`config.mk`:
```
export PLATFORM = sky130hd
export DESIGN_NAME = id_ex_stage
export DESIGN_NICKNAME = d
export VERILOG_FILES = /design/src/rtl/id_ex_stage.sv
export SDC_FILE = /design/constraint.sdc
export NUM_CORES = 1
export LEC_CHECK = 0
export CAP_MARGIN = 20
export CORE_ASPECT_RATIO = 1.4
export CORE_MARGIN = 3
export CORE_UTILIZATION = 34
export CTS_BUF_LIST = sky130_fd_sc_hd__clkbuf_16
export CTS_CLUSTER_DIAMETER = 60
export DETAILED_ROUTE_END_ITERATION = 6
export PLACE_DENSITY = 0.76
export SYNTH_ARGS = -nofsm -noshare
export SYNTH_HDL_FRONTEND = slang
export SYNTH_SLANG_ARGS = --single-unit
```
`constraint.sdc`:
```
create_clock -name clk -period 1.95 [get_ports clk]
set_input_delay 0.2925 -clock clk [delete_from_list [all_inputs] [get_ports clk]]
set_output_delay 0.2925 -clock clk [all_outputs]
set_load 0.02 [all_outputs]
```
`src/rtl/id_ex_stage.sv`:
```
// ID/EX pipeline register with load-use hazard detection.
// On a hazard or a flush, EX receives an all-zero bubble. Otherwise EX captures the decoded ID instruction.
module id_ex_stage #(
  parameter int DATA_W = 32,
  parameter int CNT_W  = 16
) (
  input  logic              clk,
  input  logic              rst_n,
  input  logic              hold,
  input  logic              flush,
  input  logic [4:0]        id_rs,
  input  logic [4:0]        id_rt,
  input  logic [4:0]        id_rd,
  input  logic              id_uses_rt,
  input  logic [DATA_W-1:0] id_read_data_1,
  input  logic [DATA_W-1:0] id_read_data_2,
  input  logic [DATA_W-1:0] id_imm,
  input  logic [DATA_W-1:0] id_pc_plus4,
  input  logic              id_reg_write,
  input  logic              id_mem_read,
  input  logic              id_mem_write,
  input  logic              id_mem_to_reg,
  input  logic              id_alu_src,
  input  logic              id_reg_dst,
  input  logic [3:0]        id_alu_op,
  output logic [4:0]        ex_rs,
  output logic [4:0]        ex_rt,
  output logic [4:0]        ex_dest,
  output logic [DATA_W-1:0] ex_read_data_1,
  output logic [DATA_W-1:0] ex_read_data_2,
  output logic [DATA_W-1:0] ex_imm,
  output logic [DATA_W-1:0] ex_pc_plus4,
  output logic              ex_reg_write,
  output logic              ex_mem_read,
  output logic              ex_mem_write,
  output logic              ex_mem_to_reg,
  output logic              ex_alu_src,
  output logic [3:0]        ex_alu_op,
  output logic              ex_valid,
  output logic              stall,
  output logic [CNT_W-1:0]  stall_count
);

  typedef struct packed {
    logic              valid;
    logic              reg_write;
    logic              mem_read;
    logic              mem_write;
    logic              mem_to_reg;
    logic              alu_src;
    logic [3:0]        alu_op;
    logic [4:0]        rs;
    logic [4:0]        rt;
    logic [4:0]        dest;
    logic [DATA_W-1:0] rd1;
    logic [DATA_W-1:0] rd2;
    logic [DATA_W-1:0] imm;
    logic [DATA_W-1:0] pc4;
  } ex_t;

  ex_t  q;
  ex_t  id_pkt;
  logic haz;

  // Loads that target $0 never produce a value, so they are excluded from the hazard.
  assign haz = q.valid & q.mem_read & (q.dest != 5'd0) &
               ((q.dest == id_rs) | (id_uses_rt & (q.dest == id_rt)));
  assign stall = haz & ~flush;

  always_comb begin
    id_pkt            = '0;
    id_pkt.valid      = 1'b1;
    id_pkt.reg_write  = id_reg_write;
    id_pkt.mem_read   = id_mem_read;
    id_pkt.mem_write  = id_mem_write;
    id_pkt.mem_to_reg = id_mem_to_reg;
    id_pkt.alu_src    = id_alu_src;
    id_pkt.alu_op     = id_alu_op;
    id_pkt.rs         = id_rs;
    id_pkt.rt         = id_rt;
    id_pkt.dest       = id_reg_dst ? id_rd : id_rt;
    id_pkt.rd1        = id_read_data_1;
    id_pkt.rd2        = id_read_data_2;
    id_pkt.imm        = id_imm;
    id_pkt.pc4        = id_pc_plus4;
  end

  // A bubble clears every field, so its mem_read is 0 and the same load cannot stall twice.
  always_ff @(posedge clk) begin
    if (!rst_n) begin
      q           <= '0;
      stall_count <= '0;
    end else if (!hold) begin
      if (flush) begin
        q <= '0;
      end else if (haz) begin
        q <= '0;
        if (stall_count != {CNT_W{1'b1}}) stall_count <= stall_count + CNT_W'(1);
      end else begin
        q <= id_pkt;
      end
    end
  end

  assign ex_valid       = q.valid;
  assign ex_reg_write   = q.reg_write;
  assign ex_mem_read    = q.mem_read;
  assign ex_mem_write   = q.mem_write;
  assign ex_mem_to_reg  = q.mem_to_reg;
  assign ex_alu_src     = q.alu_src;
  assign ex_alu_op      = q.alu_op;
  assign ex_rs          = q.rs;
  assign ex_rt          = q.rt;
  assign ex_dest        = q.dest;
  assign ex_read_data_1 = q.rd1;
  assign ex_read_data_2 = q.rd2;
  assign ex_imm         = q.imm;
  assign ex_pc_plus4    = q.pc4;

endmodule
```
======== Word-level counts from Yosys, hierarchy flattened ========
Index checks and enable logic that the tools add are counted.
operators by class
  reductions and logical operators ........ 2
  mux-type cells .......................... 3
  bitwise operators ....................... 8
  add/sub/neg operators ................... 1
  equality and inequality tests ........... 3
operator list
  kind                                                              number
  153-bit 2-to-1 mux                                                2
  16-bit by 1-bit adder with 16-bit output (second input constant)  1
  16-bit inequality test (second input constant)                    1
  5-bit equality test                                               2
  1-bit bitwise AND                                                 5
  5-bit 2-to-1 mux                                                  1
  5-bit nonzero test                                                1
  4-bit AND reduction                                               1
  1-bit NOT                                                         2
  1-bit OR                                                          1
word-level totals
  bits in registers ....................... 169
  bits of input ports ..................... 158

======== Depth between registers and ports, before layout ========
Gate-level depths: netlist of run 1.
  word-level depth ........................ 6
  gate-level depth with buffers ........... 9
  mapped depth without buffers ............ 7

======== Worst setup path before layout of run 1 ========
No wires, ideal clock.
  kind .................................... register to register
  start point ............................. register q, in the netlist ex_dest[4]
  end point ............................... register q, in the netlist ex_dest[0]
  slack ................................... 2 ps
  data required time ...................... 1833 ps
  buffers on the path ..................... 3
  arrival time ............................ 1831 ps
  period minus slack after synthesis ...... 1948 ps
  cell stages (with the launch flop) ...... 10
  path through ............................ dfxtp_1 xnor2_1 nand3_1 o22ai_2 nand2_1 and3_1 buf_4 buf_6 buf_6 a22o_1
on the way
  word-level cells in the longest chain between the ends .. 6
ends and longest elaborated chain
  what                    RTL line  RTL
  from (decl)             61        ex_t q;
  from (signal assigned)  100       q <= id_pkt;
  5-bit equality test     67        ((q.dest == id_rs) | (id_uses_rt & (q.dest == id_rt)));
  1-bit bitwise AND       67
  1-bit OR                67
  1-bit bitwise AND (*)   66        assign haz = q.valid & q.mem_read & (q.dest != 5'd0) &
  153-bit 2-to-1 mux (*)  96        end else if (haz) begin
  153-bit 2-to-1 mux (*)  94        if (flush) begin
Every way passes the cells marked *; elsewhere a longest branch is shown, timed or not.
A chain may end at the register's enable or synchronous reset.

======== Worst setup path after layout of run 1 ========
  start point ............................. register q, in the netlist ex_dest[4]
  end point ............................... output port stall
on the way
  word-level cells in the longest chain between the ends .. 5
ends and longest elaborated chain
  what                   RTL line  RTL
  5-bit equality test    67
  1-bit bitwise AND      67
  1-bit OR               67
  1-bit bitwise AND (*)  66
  1-bit bitwise AND (*)  68        assign stall = haz & ~flush;
  to (decl)              40        output logic stall,
Marked as above.

==> results by group, run 1 <==
Finish
  – Final core utilization: 64.02%
  – Area grow syn2layout: 84.09%
  – Diode count: 0
  – Layout cells sized above 1: 12.59%
  – Non-Filler Instances: 1033
  – Fin nets: 980
  – Fillers: 1207

Critical path
  – Worst Path Arrival: 1.81 ns
  – Critical path required time: 1.66 ns
  – Worst r2r src: ex_dest[4]$_SDFFE_PN0N_
  – R2R cell count: 9
  – Worst Setup End Kind: primary output
  – RR Endpoint: ex_pc_plus4[16]$_SDFFE_PN0N_
  – Worst setup path class: flip-flop to primary output
  – Crit start category: flip-flop
  – R2r setup slk: -0.14 ns
  – Crit-path max FO: 5

Timing
  – Fin. max-slew vios: 0
  – Slew headroom: 73.18%
  – RSZ-0062 raised after global routing: true
  – Worst Max-Slew Pin Slew: 0.4023 ns
  – Worst setup margin: -0.1500 ns
  – Clock Skew: 0.007633 ns
  – Achievable frequency: 476.2 MHz
  – Crit path time final: 2.100 ns
  – # setup viols final: 151
  – Min Hold Slack: 0.4634 ns
  – Final hold violation count: 0
  – Fin crit share: 107.7%

CTS
  – H-tree levels: 4
  – Skew-Pair Late Insertion Delay: 0.41 ns
  – CTS tree: done
  – Sinks on Clock Net: 169
  – Clock edge transition at the registers on the reported setup and hold paths: 0.07 ns
  – Clock Root Buffer: clkbuf_16
  – Num CTS Buffers: 17
  – Bufs on Longest Clock Path: 2

Worst hold path
  – Min-Delay Path Class: input pin to flip-flop
  – Hold endpoint: ex_imm[14]$_SDFFE_PN0N_
  – Hold depth: 2
  – Hold path start: id_imm[14]

Floorplan
  – Initial Util: 34.78%
  – Rows: 55
  – Die Span X: 114.7 um
  – Die footprint: 0.01814 mm^2
  – Core area: 0.01617 mm^2
  – Die Y: 158.2 um
  – I/O pin count: 328

Pwr
  – Static Leak: 3.983 nW
  – Pwr Density: 793.9 mW/mm^2
  – Share of total power in combinational logic: 14.1%
  – Clock Power Share: 41.4%
  – Sw frac: 24.74%
  – Internal Power: 6.187 mW
  – Post-layout power: 8.220 mW
  – Psw: 2.033 mW
  – VDD IR max: 592.4 uV
  – Part of the power in registers: 44.5%

Status
  – Violations in the final reports: negative setup slack
  – Outcome: complete, but fails checks

Yosys
  – Async set or reset register ratio after synthesis: 0%
  – Sequential element share of the synthesized area: 60.16%
  – Mapped Cells: 461
  – Mapped cell area: 0.005624 mm^2
  – Mux share of post-synthesis cell area: 1.357%
  – Synth Flop Type: dfxtp_1
  – Synth Area in Adders: 0.2225%
  – Post-synth EDFFs: 0
  – Mean post-synth cell area: 12.20 um^2
  – Synth top area cells: dfxtp_1 (60%), a22o_1 (24%), xnor2_1 (2.0%)
  – Count leader, synth: dfxtp_1
  – Yosys Warn Count: 0
  – Yosys top cell area share: 60.16%
  – Xor/xnor share of the synthesized area: 2.024%
  – Synthesized flop and latch total: 169
  – Post-synthesis net count: 620
  – Top post-synthesis cells by count: dfxtp_1 (169), a22o_1 (152), clkbuf_1 (20), xnor2_1 (13), nand2_1 (12)
  – Simple-gate share of the synthesized area: 4.783%
  – Main combinational cell family by area after synthesis: compound AO/OA/AOI/OAI gates
  – Leading area contributor after synthesis: dfxtp_1
  – Post-synthesis compound-gate area fraction: 27.14%
  – Yosys cell types: 32

Detailed routing
  – Detailed Route Iter0 Violations: 339
  – DR DRC count: 0
  – Drt pass-1 iters: 4
  – Drt total wl: 21660 um
  – Via density: 5.276
  – Avg WL per Cell: 20.96 um
  – Antenna Nets Post-Route: 0
  – Total number of vias: 5450

Global route
  – Largest net degree at the start of global routing: 87
  – Initial antenna violation count: 0
  – Grt total ovfl: 0
  – First-pass GRT wire length: 29950 um
  – Number of global-route vias before repair: 5545
  – Tot GR Track Use: 21.14%

Placement
  – GPL Wtd Cong: 0.7838
  – # port buffers: 327
  – Post-placement setup slack: -0.5078 ns
  – DP Cell Count: 976
  – HPWL after DPL: 14250 um

Run
  – Max_cap viols: 0
cells by family (layout without fill, tap and decap cells):
logic type / after synthesis / count (layout)
xor+xnor: 13 / 13
fa+ha+maj: 1 / 1
buf+inv: 43 / 416
compound gates: 177 / 177
simple gates: 51 / 51
mux: 7 / 7
flops: 169 / 169
worst max-delay path by stage:
stage,from,to,slack [ns],depth (start not counted)
detailed placement,id_rs[4],stall,-0.51,7
finish,ex_dest[4]$_SDFFE_PN0N_,stall,-0.15,5
floorplan,ex_dest[4]$_SDFFE_PN0N_,ex_dest[0]$_SDFFE_PN0N_,0.002,9
global placement,id_rs[0],stall,-0.51,7
CTS,ex_dest[4]$_SDFFE_PN0N_,stall,-0.16,5
global route,ex_dest[4]$_SDFFE_PN0N_,ex_imm[31]$_SDFFE_PN0N_,-0.22,9
worst max-delay path: stages, from the launching register on:
cell	delay (ns)
dfxtp_4	0.38
or3_4	0.39
o311a_1	0.32
nand2_2	0.10
nor2_1	0.05
buf_4	0.15
layer usage:
layer  global-route usage, %  wire [um]  vias up
met1                   22.90       7619     2632
met2                   37.69      11320      287
met3                   7.419       2117       42
met5                       0          0        -
met4                   7.998        595        0
li1                        -          -     2489
cell usage in the layout, fill, tap and decap left out, types with 2 or more instances in the layout:
cell               n
xnor2_1            9
xnor2_2            4
nand2b_1           8
nor3_2             2
clkdlybuf4s50_1  326
a22o_1           152
clkinvlp_4         3
o211ai_1           6
nand4_1            7
nor2_1             4
inv_1              6
and2_1             4
nand2_1           11
o31ai_1            7
buf_16             5
o41ai_1            2
o21ai_0            2
mux2_2             5
dfxtp_1          165
nand3_1            5
inv_8              2
mux2i_1            2
buf_12             8
clkbuf_16         23
inv_6              4
clkinv_4           2
bufinv_16          2
buf_8              5
dfxtp_4            3
buf_6              9
buf_4             20
through the flow:
step / cell area (um^2) / setup TNS, ns
6_report: 10350 / -13.65
4_1_cts: 10080 / -16.70
5_1_grt: 10350 / -24.05
3_3_place_gp: 9183 / -59.59
3_5_place_dp: 9183 / -60.97
2_1_floorplan: 5624 / 0
repair_timing:
item                                    in CTS  in global routing
pin swaps                                    5                 12
endpoints found under the setup margin     165                166
gates cloned                                 6                  9
hold buffers                                 0                  0
setup buffers                                7                  6
gates resized for setup                     23                 31
power groups by stage:
stage,Clock (mW),Combinational (mW),Sequential (mW)
after detailed placement,0,1.04,3.73
final,3.40,1.16,3.66
after global routing,3.59,1.22,3.67
after floorplan,0,0.235,3.87
after global placement,0,1.03,3.72
after CTS,3.46,1.11,3.65
final cells by class:
class | instances | area, um^2 | area share (%)
repair buffers | 379 | 4038 | 39.00
flip-flops and latches | 169 | 3396 | 32.80
multi-input cells | 249 | 2062 | 19.92
clock buffers | 17 | 425.4 | 4.109
well taps | 199 | 249.0 | 2.405
clock inverters | 15 | 165.2 | 1.595
inverters | 5 | 18.77 | 0.1813
No activity file was read; power rests on OpenSTA's default activity.
==> inputs of run 2 (changes only) <==
--- a/config.mk
+++ b/config.mk
@@ -7,11 +7,10 @@
 export LEC_CHECK = 0
 export CAP_MARGIN = 20
-export CORE_ASPECT_RATIO = 1.4
-export CORE_MARGIN = 3
-export CORE_UTILIZATION = 34
+export CORE_AREA = 3 3 127 129
 export CTS_BUF_LIST = sky130_fd_sc_hd__clkbuf_16
 export CTS_CLUSTER_DIAMETER = 60
 export DETAILED_ROUTE_END_ITERATION = 6
-export PLACE_DENSITY = 0.76
+export DIE_AREA = 0 0 130 132
+export DONT_BUFFER_PORTS = 1
 export SYNTH_ARGS = -nofsm -noshare
 export SYNTH_HDL_FRONTEND = slang
==> constraint.sdc (replaced) <==
create_clock -name clk -period 1.95 [get_ports clk]
set_input_delay 0.2925 -clock clk [delete_from_list [all_inputs] [get_ports clk]]
set_output_delay 0.2925 -clock clk [all_outputs]
set_load 0.05 [all_outputs]
==> results by group, run 2 <==
Status
  – Outcome: stopped before the end
  – Stopped at: clock tree synthesis
  – Error: [ERROR RSZ-0060] Max buffer count reached.

Yosys
  – Synthesized flop and latch total: 169 (unchanged)
  – Post-synth EDFFs: 0 (unchanged)
  – Mapped Cells: 461 (unchanged)
  – Mean post-synth cell area: 12.20 um^2 (unchanged)
  – Synth top area cells: dfxtp_1 (60%), a22o_1 (24%), xnor2_1 (2.0%)
  – Synth Flop Type: dfxtp_1
  – Yosys Warn Count: 0 (unchanged)
  – Yosys cell types: 32 (unchanged)
  – Post-synthesis net count: 620 (unchanged)
  – Sequential element share of the synthesized area: 60.16% (unchanged)
  – Async set or reset register ratio after synthesis: 0% (unchanged)
  – Mapped cell area: 0.005624 mm^2 (unchanged)
  – Top post-synthesis cells by count: dfxtp_1 (169), a22o_1 (152), clkbuf_1 (20), xnor2_1 (13), nand2_1 (12)
  – Yosys top cell area share: 60.16% (unchanged)
  – Leading area contributor after synthesis: dfxtp_1
  – Count leader, synth: dfxtp_1

Floorplan
  – I/O pin count: 328 (unchanged)
  – Initial Util: 37.13% (+2.4 points)
  – Rows: 45 (-18%)
  – Die Span X: 130 um (+13%)
  – Die Y: 132 um (-17%)

CTS
  – Bufs on Longest Clock Path: 2 (unchanged)
  – Post-CTS Hold Fix Bufs: 137 (+137)
  – Clock Root Buffer: clkbuf_16
  – Sinks on Clock Net: 169 (unchanged)
  – H-tree levels: 4 (unchanged)
  – PostCTS Resize Cnt: 2 (-91%)
  – # Post-CTS Setup Buffers: 0 (-7)
  – Num CTS Buffers: 17 (unchanged)

Placement
  – # port buffers: 0 (-100%)
  – GPL Wtd Cong: 0.8062 (+2.9%)
  – Placed Area: 0.006040 mm^2 (-34%)
  – HPWL after DPL: 11710 um (-18%)
==> run 2: logic make-up after synthesis <==
logic type	synth area share [%]
simple gates	4.783
flops	60.16
mux	1.357
buf+inv	4.316
xor+xnor	2.024
fa+ha+maj	0.2224
compound gates	27.14
==> run 2: per-stage QoR <==
stage / std cells / setup slack [ns]
after global placement: 650 / 0.07521
after detailed placement: 650 / 0.006896
after floorplan: 461 / 0.002160
==> inputs of run 3 (changes only) <==
CORE_AREA = default   (was 3 3 127 129)
CORE_MARGIN = 3   (was default)
CORE_UTILIZATION = 25   (was default)
CTS_BUF_LIST = default   (was sky130_fd_sc_hd__clkbuf_16)
CTS_CLUSTER_DIAMETER = default   (was 60)
DIE_AREA = default   (was 0 0 130 132)
PLACE_DENSITY_LB_ADDON = 0.15   (was default)
clock period = 2.5 ns   (was 1.95 ns; I/O delays follow)
==> results by group, run 3 (synthesis results as in run 1) <==
Timing
  – Worst setup margin: 0.1649 ns
  – Slew headroom: 61.80%
  – # setup viols final: 0
  – Fin crit share: 93.40%
  – Clock Skew: 0.01057 ns
  – Worst Max-Slew Pin Slew: 0.5722 ns
  – Crit path time final: 2.335 ns
  – Fin. max-slew vios: 0
  – Achievable frequency: 428.2 MHz
  – Final hold violation count: 0

Floorplan
  – Die footprint: 0.02433 mm^2
  – I/O pin count: 328 (unchanged)
  – Initial Util: 25.61% (-12 points)
  – Rows: 54 (+20%)
  – Core area: 0.02196 mm^2
  – Die Y: 156.0 um (+18%)
  – Die Span X: 156.0 um (+20%)

Detailed routing
  – Detailed Route Iter0 Violations: 269
  – DR DRC count: 0
  – Drt total wl: 16560 um
  – Antenna Nets Post-Route: 0
  – Drt pass-1 iters: 4
  – Via density: 5.065
  – Total number of vias: 3885
  – Avg WL per Cell: 21.59 um

Placement
  – Post-placement setup slack: 0.3327 ns (+0.3258 ns)
  – GPL Wtd Cong: 0.7219 (-10%)
  – # port buffers: 0 (unchanged)
  – Placed Area: 0.006036 mm^2 (about the same)
  – DP Cell Count: 735 (+13%)
  – HPWL after DPL: 11960 um (+2.1%)

Critical path
  – Setup crit end: stall
  – Crit start category: flip-flop
  – Crit-path max FO: 6
  – R2r setup slk: 0.32 ns
  – Worst Setup End Kind: primary output
  – Slowest Stage Delay on Critical Path: 0.44 ns
  – Slowest cell on the critical path: dfxtp_1
  – Critical path startpoint: ex_dest[0]$_SDFFE_PN0N_
  – Worst-path cell chain: xnor2_1, nand3_1, o22ai_4, nand2_1, nor2_1, buf_4
  – Worst r2r src: ex_dest[4]$_SDFFE_PN0N_
  – Crit path max-delay family: simple AND/OR/NAND/NOR gates
  – Worst setup path class: flip-flop to primary output
  – Worst path bufs/invs: 1
  – Critical path required time: 2.12 ns
  – Cell depth of the worst setup path: 6
  – Worst Path Arrival: 1.96 ns
  – R2R cell count: 6
  – RR Endpoint: ex_imm[12]$_SDFFE_PN0N_

Worst hold path
  – Min-Delay Path Class: input pin to flip-flop

Finish
  – Commonest non-fill, non-tap cell in the layout: dfxtp_1
  – Most frequent cells in the layout: dfxtp_1 (169), a22o_1 (152), buf_4 (29)
  – Fin nets: 633
  – Diode count: 0
  – Non-Filler Instances: 767
  – Area grow syn2layout: 17.71%
  – Fin area: 0.006620 mm^2
  – Layout cells sized above 1: 14.58%

CTS
  – Skew-Pair Late Insertion Delay: 0.42 ns
  – Clock edge transition at the registers on the reported setup and hold paths: 0.07 ns
  – CTS tree: done
  – Sinks on Clock Net: 169 (unchanged)
  – H-tree levels: 4 (unchanged)
  – Clock Root Buffer: clkbuf_16
  – Bufs on Longest Clock Path: 2 (unchanged)
  – Num CTS Buffers: 17 (unchanged)
  – # Post-CTS Setup Buffers: 0 (unchanged)

Global route
  – Met3 Usage GRT: 7.434%
  – Grt total ovfl: 0
  – Tot GR Track Use: 12.43%
  – GR Util met2: 20.97%
  – Initial antenna violation count: 3
  – Met1 Use GR: 12.91%
  – Number of global-route vias before repair: 3779
  – GRT busiest layer: met2
  – First-pass GRT wire length: 23030 um
  – Largest net degree at the start of global routing: 86

Run
  – Max_cap viols: 0

Pwr
  – Pwr Density: 904.9 mW/mm^2
  – Static Leak: 2.543 nW
  – Post-layout power: 5.990 mW
  – VDD IR max: 338.9 uV

Status
  – Outcome: finished clean
## run 3: through the flow
step                      util (%)  hold WS, ns   TNS [ns]
final                        30.15      0.07852          0
after global routing         30.15      0.04070  -0.003138
after CTS                    30.11      0.05143          0
after detailed placement     27.49       0.5036          0
after global placement       27.49       0.5008          0
after floorplan                  -       0.5007          0
## run 3: how the worst min path moves through the flow
stage,start,end,slack [ns],cells past startpoint
floorplan,id_alu_op[0],ex_alu_op[0]$_SDFFE_PN0N_,0.50,1
global placement,id_pc_plus4[27],ex_pc_plus4[27]$_SDFFE_PN0N_,0.50,1
detailed placement,id_pc_plus4[13],ex_pc_plus4[13]$_SDFFE_PN0N_,0.50,1
CTS,id_pc_plus4[21],ex_pc_plus4[21]$_SDFFE_PN0N_,0.05,1
global route,id_pc_plus4[21],ex_pc_plus4[21]$_SDFFE_PN0N_,0.04,1
finish,id_pc_plus4[24],ex_pc_plus4[24]$_SDFFE_PN0N_,0.08,1
## run 3: area by class of cell
| cell class | instances | area (um^2) |
|---|---|---|
| clock buffer | 19 | 442.9 |
| clock inverter | 13 | 133.9 |
| fill | 2207 | 15340 |
| inverter | 5 | 18.77 |
| multi-input combinational | 249 | 2013 |
| sequential | 169 | 3383 |
| tap | 280 | 350.3 |
| timing repair buffer | 32 | 277.8 |
## run 3: power by group
part | leakage (nW) | internal (mW) | switching [mW]
clock | 0.270 | 1.42 | 1.14
sequential | 1.38 | 2.79 | 0.396
combinational | 0.896 | 0.108 | 0.130
total | 2.54 | 4.32 | 1.67
## run 3: routing by layer
metal  routed length, um  up-vias  part of all wire (%)
li1                    -     1793                     -
met5                  40        -                  0.24
met2                8140      189                    49
met4                 231        6                   1.4
met1                6070     1881                    37
met3                2074       16                    13
## run 3: what timing repair did
item	in CTS	in global routing
hold buffers	0	0
setup endpoints to repair	0	1
resized for setup	0	1
==> inputs of run 4 (changes only) <==
CORE_UTILIZATION = 39   (was 25)
SLEW_MARGIN = 15   (was default)
==> results by group, run 4 (synthesis results as in run 1) <==
Status
  – Outcome: finished clean

Detailed routing
  – Detailed Route Iter0 Violations: 180 (-33%)
  – DR DRC count: 0 (unchanged)
  – Avg WL per Cell: 22.71 um (+5.2%)
  – Antenna Nets Post-Route: 0 (unchanged)
  – Via density: 5.783 (+14%)
  – Total number of vias: 3857 (-0.72%)
  – Drt pass-1 iters: 4 (unchanged)
  – Drt total wl: 15150 um (-8.5%)

CTS
  – PostCTS Resize Cnt: 0 (unchanged)
  – Post-CTS Hold Fix Bufs: 0 (unchanged)
  – Clock Root Buffer: clkbuf_16
  – # Post-CTS Setup Buffers: 0 (unchanged)
  – Num CTS Buffers: 17 (unchanged)
  – H-tree levels: 4 (unchanged)
  – Sinks on Clock Net: 169 (unchanged)
  – Clock edge transition at the registers on the reported setup and hold paths: 0.07 ns (about the same)
  – Bufs on Longest Clock Path: 2 (unchanged)
  – CTS tree: done
  – Skew-Pair Late Insertion Delay: 0.41 ns (about the same)

Finish
  – Area grow syn2layout: 15.68%
  – Layout cells sized above 1: 14.58% (unchanged)
  – Footprint of the multi-input gates: 0.002006 mm^2 (-0.37%)
  – Fin area: 0.006506 mm^2 (-1.7%)
  – Non-Filler Instances: 667 (-13%)
  – Diode count: 0 (unchanged)
  – Fillers: 1302 (-41%)
  – Commonest non-fill, non-tap cell in the layout: dfxtp_1
  – Fin nets: 633 (unchanged)
  – Storage cell area: 0.003383 mm^2 (unchanged)
  – Most frequent cells in the layout: dfxtp_1 (169), a22o_1 (152), buf_4 (28)

Run
  – Max_cap viols: 0 (unchanged)

Critical path
  – Crit path max-delay family: simple AND/OR/NAND/NOR gates
  – Slowest cell on the critical path: or3_1
  – Worst setup path class: flip-flop to primary output
  – Crit start category: flip-flop
  – Critical path required time: 2.12 ns (about the same)
  – Worst-path cell chain: or3_1, o311a_1, nand2_1, nor2_1, buf_4
  – Worst Setup End Kind: primary output
  – Worst Path Arrival: 1.92 ns (-0.04 ns)
  – Slowest Stage Delay on Critical Path: 0.38 ns (-0.06 ns)
  – Worst path bufs/invs: 1 (unchanged)
  – Crit-path max FO: 6 (unchanged)

Worst hold path
  – Min-Delay Path Class: input pin to flip-flop

Pwr
  – VDD IR max: 433.7 uV (+28%)
  – Static Leak: 2.561 nW (+0.68%)
  – Pwr Density: 916.6 mW/mm^2 (+1.3%)

Timing
  – Min Hold Slack: 0.08294 ns (+0.004425 ns)
  – Worst Max-Slew Pin Slew: 0.6096 ns (+0.03741 ns)
  – Fin crit share: 91.91% (-1.5 points)
  – Final hold violation count: 0 (unchanged)
  – Setup TNS Final: 0 ns (unchanged)
  – # setup viols final: 0 (unchanged)
  – Slew headroom: 59.36% (-2.4 points)
  – Fin. max-slew vios: 0 (unchanged)
  – Clock Skew: 0.006021 ns (-0.004548 ns)
  – Crit path time final: 2.298 ns (-0.03733 ns)
  – Achievable frequency: 435.2 MHz (+1.6%)
  – Worst setup margin: 0.2022 ns (+0.03733 ns)
  – RSZ-0062 raised after global routing: false

Global route
  – GRT busiest layer: met2
  – Grt total ovfl: 0 (unchanged)
  – Met3 Usage GRT: 8.397% (+0.96 points)
  – Largest net degree at the start of global routing: 59 (-31%)
  – GR Util met2: 30.64% (+9.7 points)
  – Number of global-route vias before repair: 3817 (+1.0%)
  – First-pass GRT wire length: 22760 um (-1.2%)
  – Initial antenna violation count: 0 (-3)
  – Met1 Use GR: 20.72% (+7.8 points)
  – Tot GR Track Use: 18.21% (+5.8 points)

Floorplan
  – Die Span X: 126.1 um (-19%)
  – Die footprint: 0.01590 mm^2 (-35%)
  – Die Y: 126.1 um (-19%)
  – I/O pin count: 328 (unchanged)
  – Rows: 43 (-20%)
  – Initial Util: 40.21% (+15 points)
  – Core area: 0.01399 mm^2 (-36%)

Placement
  – HPWL after DPL: 11150 um (-6.7%)
  – Post-placement setup slack: 0.2731 ns (-0.05968 ns)
  – DP Cell Count: 635 (-14%)
  – # port buffers: 0 (unchanged)
  – GPL Wtd Cong: 0.7762 (+7.5%)
  – Placed Area: 0.005923 mm^2 (-1.9%)
==> run 4: cell count changes in the layout (fill, tap and decap cells not counted) <==
| cell | before | now |
|---|---|---|
| clkinvlp_4 | 4 | 1 |
| clkbuf_8 | 1 | 0 |
| o22ai_4 | 1 | 0 |
| clkinv_4 | 1 | 2 |
| buf_12 | 3 | 4 |
| o22ai_2 | 0 | 1 |
| inv_8 | 0 | 3 |
| buf_4 | 29 | 28 |
==> run 4: report_power, final <==
group / internal [mW] / switching (mW) / total, mW / leakage, nW
Combinational: 0.109 / 0.125 / 0.233 / 0.898
Sequential: 2.79 / 0.398 / 3.19 / 1.38
Clock: 1.42 / 1.12 / 2.54 / 0.285
==> run 4: final timing paths <==
| kind | from | cells past startpoint | end | slack (ns) |
|---|---|---|---|---|
| setup / recovery | ex_dest[0]$_SDFFE_PN0N_ | 5 | stall | 0.20 |
| hold / removal | id_read_data_2[28] | 1 | ex_read_data_2[28]$_SDFFE_PN0N_ | 0.08 |
| setup reg to reg | ex_dest[0]$_SDFFE_PN0N_ | 6 | ex_pc_plus4[15]$_SDFFE_PN0N_ | 0.26 |
| hold reg to reg | stall_count[6]$_SDFFE_PN0P_ | 3 | stall_count[6]$_SDFFE_PN0P_ | 0.56 |
==> run 4: per-stage QoR <==
step,power (mW),util (%)
floorplan,3.423,-
global placement,3.478,42.34
detailed placement,3.486,42.34
CTS,6.043,46.51
global route,6.194,46.51
finish,5.963,46.51
==> run 4: area by class of cell <==
class	instances	share of cell area, %
inverter	5	0.2885
timing repair buffer	32	4.462
clock inverter	14	2.365
tap	180	3.462
multi-input combinational	249	30.83
sequential	169	52.00
clock buffer	18	6.596
==> run 4: routing by layer <==
metal  part of all wire [%]  vias up
li1                       -     1789
met1                     37     1858
met2                     50      195
met3                     10       15
met4                    1.7        0
met5                      0        -
